[config.mk]
export PLATFORM = sky130hd
export DESIGN_NAME = seq_engine
export DESIGN_NICKNAME = d
export VERILOG_FILES = /design/src/rtl/seq_engine_pkg.sv /design/src/rtl/clk_div_en.sv /design/src/rtl/seq_engine.sv
export SDC_FILE = /design/constraint.sdc
export NUM_CORES = 1
export LEC_CHECK = 0
export ABC_AREA = 1
export BUFFER_PORTS_ARGS = -buffer_cell sky130_fd_sc_hd__buf_4
export CAP_MARGIN = 30
export CORE_MARGIN = 2
export CORE_UTILIZATION = 48
export DETAILED_ROUTE_END_ITERATION = 8
export PLACE_DENSITY = 0.73
export SETUP_SLACK_MARGIN = 0.2
export SYNTH_ARGS = -nofsm -noshare
export SYNTH_HDL_FRONTEND = slang
export SYNTH_SLANG_ARGS = --single-unit
[constraint.sdc]
create_clock -name clock -period 2.2 [get_ports clock]
set_input_delay 0.11 -clock clock [delete_from_list [all_inputs] [get_ports clock]]
set_output_delay 0.11 -clock clock [all_outputs]
set_load 0.005 [all_outputs]
[src/rtl/seq_engine_pkg.sv]
// Shared state encoding and default widths for seq_engine.
package seq_engine_pkg;

  localparam int unsigned PROG_W_DEF = 3;

  typedef enum logic [1:0] {
    IDLE  = 2'b00,
    FIB   = 2'b01,
    TIMER = 2'b10,
    DONE  = 2'b11
  } state_e;

endpackage

[src/rtl/clk_div_en.sv]
// Programmable tick generator: one-cycle tick every 2^(prog_q+1) clocks,
// restarted from zero by clear.
module clk_div_en #(
  parameter int unsigned PROG_W = 3
) (
  input  logic              clock,
  input  logic              reset,
  input  logic              clear,
  input  logic [PROG_W-1:0] prog_q,
  output logic              tick
);

  localparam int unsigned CNT_W = 1 << PROG_W;

  logic [CNT_W-1:0] cnt_q, cnt_d;
  logic [CNT_W:0]   span_c;

  // Period is one bit wider than the counter so prog_q = max does not overflow.
  assign span_c = (CNT_W+1)'(2) << prog_q;
  assign tick   = (cnt_q == CNT_W'(span_c - (CNT_W+1)'(1)));

  always_comb begin
    cnt_d = cnt_q + CNT_W'(1);
    if (clear || tick) cnt_d = '0;
  end

  always_ff @(posedge clock or negedge reset) begin
    if (!reset) cnt_q <= '0;
    else        cnt_q <= cnt_d;
  end

endmodule

[src/rtl/seq_engine.sv]
// Fibonacci / timer sequence engine paced by clk_div_en.
// Optional registered parity output: define SEQ_ENGINE_PARITY_EN.
module seq_engine
  import seq_engine_pkg::*;
#(
  parameter int unsigned WIDTH     = 16,
  parameter int unsigned PROG_W    = PROG_W_DEF,
  parameter int unsigned TIMER_MAX = 50
) (
  input  logic              clock,
  input  logic              reset,
  input  logic              start_f,
  input  logic              start_t,
  input  logic              stop_f_t,
  input  logic              update,
  input  logic [PROG_W-1:0] prog,
  output logic [WIDTH-1:0]  data_out,
  output logic              data_valid,
  output logic              parity,
  output logic [1:0]        state,
  output logic              done
);

  state_e            state_q, state_d;
  logic [WIDTH-1:0]  data_out_q, data_out_d;
  logic [WIDTH-1:0]  a_q, a_d, b_q, b_d;
  logic [PROG_W-1:0] prog_q;
  logic              valid_q, valid_d;
  logic              done_q;
  logic              last_q, last_d;
  logic              start_c, clear_c, tick_c;
  logic [WIDTH:0]    sum_c;
  logic [WIDTH-1:0]  inc_c;

  assign start_c = (state_q == IDLE) && (start_f || start_t);
  assign clear_c = start_c || update;
  assign sum_c   = {1'b0, a_q} + {1'b0, b_q};
  assign inc_c   = data_out_q + WIDTH'(1);

  clk_div_en #(.PROG_W(PROG_W)) u_div (
    .clock  (clock),
    .reset  (reset),
    .clear  (clear_c),
    .prog_q (prog_q),
    .tick   (tick_c)
  );

  // last_q marks that the final term was just emitted; DONE follows one edge later.
  always_comb begin
    state_d    = state_q;
    data_out_d = data_out_q;
    a_d        = a_q;
    b_d        = b_q;
    valid_d    = 1'b0;
    last_d     = 1'b0;
    case (state_q)
      IDLE: begin
        if (start_c) begin
          state_d    = start_f ? FIB : TIMER;
          data_out_d = '0;
          a_d        = '0;
          b_d        = WIDTH'(1);
        end
      end
      FIB: begin
        if (stop_f_t) begin
          state_d = IDLE;
        end else if (last_q) begin
          state_d = DONE;
        end else if (tick_c) begin
          data_out_d = b_q;
          valid_d    = 1'b1;
          if (sum_c[WIDTH]) begin
            last_d = 1'b1;
          end else begin
            a_d = b_q;
            b_d = sum_c[WIDTH-1:0];
          end
        end
      end
      TIMER: begin
        if (stop_f_t) begin
          state_d = IDLE;
        end else if (last_q) begin
          state_d = DONE;
        end else if (tick_c) begin
          data_out_d = inc_c;
          valid_d    = 1'b1;
          last_d     = (inc_c == WIDTH'(TIMER_MAX));
        end
      end
      default: state_d = IDLE;
    endcase
  end

  always_ff @(posedge clock or negedge reset) begin
    if (!reset) begin
      state_q    <= IDLE;
      data_out_q <= '0;
      a_q        <= '0;
      b_q        <= WIDTH'(1);
      prog_q     <= '0;
      valid_q    <= 1'b0;
      done_q     <= 1'b0;
      last_q     <= 1'b0;
    end else begin
      state_q    <= state_d;
      data_out_q <= data_out_d;
      a_q        <= a_d;
      b_q        <= b_d;
      valid_q    <= valid_d;
      done_q     <= (state_d == DONE);
      last_q     <= last_d;
      if (update) prog_q <= prog;
    end
  end

`ifdef SEQ_ENGINE_PARITY_EN
  logic parity_q;
  always_ff @(posedge clock or negedge reset) begin
    if (!reset) parity_q <= 1'b0;
    else        parity_q <= ^data_out_d;
  end
  assign parity = parity_q;
`else
  assign parity = 1'b0;
`endif

  assign data_out   = data_out_q;
  assign data_valid = valid_q;
  assign state      = state_q;
  assign done       = done_q;

endmodule

==> impl_metrics.env <==
export IMPL_slew_headroom=0.4582
export IMPL_peakVddDrop_uv=545.3
export IMPL_powerDensity_nw_per_um2=856.3
export IMPL_core_sq_um=9153
export IMPL_synth_top_area_cell="dfrtp_1"
export IMPL_synthCells=609
export IMPL_cts_buffers=9
export IMPL_hpwl_mm=8.235
export IMPL_skew_ns=0.01223
export IMPL_clock_sinks=64
export IMPL_critPathLaunch="prog_q[1]"
export IMPL_avgSynthCellArea_sq_um=7.345
export IMPL_drive_above_1_share=0.2847
export IMPL_min_path_cells=4
export IMPL_wirelength_mm=11.86
export IMPL_yosysWarnings=0
export IMPL_period_minus_slack_ns=2.356
export IMPL_cp_start_kind="flip-flop"
export IMPL_hp_class="input pin to flip-flop"
export IMPL_worst_pin_slew_ns=0.8127
export IMPL_fin_ws_ns=-0.1555
export IMPL_synth_edff_count=0
export IMPL_instances_no_fill=810
export IMPL_via_per_inst=5.398
export IMPL_ys_types=37
export IMPL_async_flop_share=1.000
export IMPL_synth_area_top_cells="dfrtp_1, nand2_1, ha_1"
export IMPL_ff2ff_setup_slack_ns=-0.16
export IMPL_nets=728
export IMPL_htree_levels=3
export IMPL_ys_ff_latch=64
export IMPL_die_y_um=100.5
export IMPL_reg2reg_depth=14
export IMPL_drc=0
export IMPL_end_kind="flip-flop"
export IMPL_antenna_found_initial=0
export IMPL_ioPinCount=30
export IMPL_grt_pass1_wl_mm=18.73
export IMPL_multi_input_area_sq_um=2808
export IMPL_worstReg2RegStart="prog_q[1]"
export IMPL_syn_num_nets=643
export IMPL_routedWlPerCell_um=14.64
export IMPL_drt_iter0_markers=298
export IMPL_synth_top_cell_area_share=0.3524
export IMPL_fin_crit_sh=1.071
export IMPL_cts_buffer_depth=2
export IMPL_status="complete, but fails checks"
export IMPL_core_rowCount=35
export IMPL_ant_nets=0
export IMPL_rsz0062_at_grt="yes"
export IMPL_initial_utilization=0.4887
export IMPL_finalWeightedCongestion=0.9081
export IMPL_timing_hold_violations_final=0
export IMPL_syn_cell_area_sq_um=4473
export IMPL_final_max_slew_viol_count=0
export IMPL_num_antenna_cells=0
export IMPL_post_place_ws_ns=-0.1196
export IMPL_finalSetupViolCount=54
export IMPL_hold_path_endpoint="state[1]"
export IMPL_die_w_um=100.5
export IMPL_seqCellArea_sq_um=1603
export IMPL_cts_root_buf="clkbuf_8"
export IMPL_power_leakage_uw=0.002837
export IMPL_crit_path_max_fanout=5
export IMPL_grt_usage=0.2350
export IMPL_crit_arrival_ns=2.60
export IMPL_yosysMostFrequentCell="nand2_1"
export IMPL_grt_max_degree=65
export IMPL_dieArea_sq_um=10110
export IMPL_yosysSeqAreaShare=0.3583
export IMPL_reg2reg_to="b_q[7]"
export IMPL_num_vias=4372
export IMPL_cts_tree="yes"
export IMPL_required_ns=2.45
export IMPL_maxCapViolCount=0
export IMPL_failed_checks="negative setup slack"
export IMPL_fillers=735
export IMPL_insertion_delay_ns=0.35
export IMPL_place_inst=774
export IMPL_hold_start="stop_f_t"
export IMPL_clk_pin_slew_ns=0.08
export IMPL_portBuffers=28
export IMPL_max_freq_ghz=0.4245
export IMPL_syn2layout_area_growth_pct=28.50
export IMPL_worst_setup_path_type="flip-flop to flip-flop"
export IMPL_synthTopCellsByCount="nand2_1, dfrtp_1, nor2_1, inv_1, nand3_1"
export IMPL_grt_overflow=0
export IMPL_first_pass_iters=5
export IMPL_grt_pass1_vias=4081
export IMPL_ys_flop_type="dfrtp_1"
## registers in the layout, indices dropped and copies added, names as in the netlist, 2 cells and up
| signal | flops |
|---|---|
| a_q | 16 |
| u_div.cnt_q | 8 |
| b_q | 16 |
| data_out | 16 |
| prog_q | 3 |
| state | 2 |
## timing repair
action,4_1_cts,5_1_grt
buffers inserted,4,2
gates resized for setup,19,46
pin swaps,7,6
hold buffers,8,0
endpoints found under the setup margin,57,58
hold endpoints to repair,66,0
cloned,1,5
## cells by family after synthesis
family | share of synthesized area
DFF | 0.3583
adders and majority gates | 0.07161
other | 0.0008384
xor gates and xnor gates | 0.02154
buffers and inverters | 0.06909
and+or+nand+nor | 0.3365
AOI/OAI and AO/OA | 0.1421
## power breakdown
group	internal [uW]	total [uW]	switching [uW]
Combinational	1010	2510	1500
Sequential	1260	1350	84.7
Clock	558	1070	508
## layout make-up
type / instances / area share
Clock buffer: 10 / 0.02394
Clock inverter: 6 / 0.01175
Inverter: 53 / 0.03526
Multi-Input combinational cell: 480 / 0.4885
Sequential cell: 64 / 0.2788
Tap cell: 111 / 0.02416
Timing Repair Buffer: 86 / 0.1376
## routing by layer
| metal | up-vias | global-route usage | part of all wire |
|---|---|---|---|
| met1 | 2049 | 0.3035 | 0.44 |
| met2 | 134 | 0.3980 | 0.49 |
| met3 | 30 | 0.04161 | 0.044 |
| met4 | 0 | 0.08114 | 0.027 |
| met5 | - | 0 | 0 |
| li1 | 2159 | - | - |
## layout by cell type (no fill, tap or decap), drive strengths merged, types with 2 or more instances in the layout
cell type	synthesis	routed
xnor2	4	4
a21oi	24	24
o21a	2	2
inv	53	53
nor2	56	57
nand4	8	8
nand2	211	211
dfrtp	63	63
xor2	7	7
clkbuf	5	14
clkinv	0	2
o211ai	3	3
dlygate4sd3	0	8
buf	9	74
nand3	44	45
ha	24	24
or2	9	9
nand3b	4	4
nor3b	3	3
o21ai	64	64
nor3	7	7
clkinvlp	0	3
## per-stage QoR
step	cell area [sq um]	utilization	power [uW]	hold slack, ns	TNS (ns)
2_1_floorplan	4514	-	2705	-0.1856	0
3_3_place_gp	5057	0.5526	3079	0.2616	-1.300
3_5_place_dp	5057	0.5526	3134	0.2598	-3.047
4_1_cts	5428	0.5930	4350	0.06215	-2.775
5_1_grt	5748	0.6280	5150	0.1066	-10.38
6_report	5748	0.6280	4922	0.07097	-4.805
## critical path: stages, from the launching register on
cell and delay, ns:
dfrtp_1 0.43, nor2_2 0.15, nand2_2 0.08, ha_4 0.28
o21a_1 0.13, nand3_1 0.08, nor2_1 0.11, nand2_1 0.10
nor2_4 0.18, nand2_4 0.09, nand2_4 0.10, nand3_4 0.14
buf_4 0.22, nand2_1 0.09, o21ai_2 0.06
## how the worst max path moves through the flow
stage	depth (start not counted)	end
after floorplan	16	b_q[10]
after CTS	16	a_q[0]
after detailed placement	16	data_out[2]
after global routing	16	b_q[7]
final	14	b_q[7]
after global placement	16	data_out[1]
(Power assumes the default switching activity.)
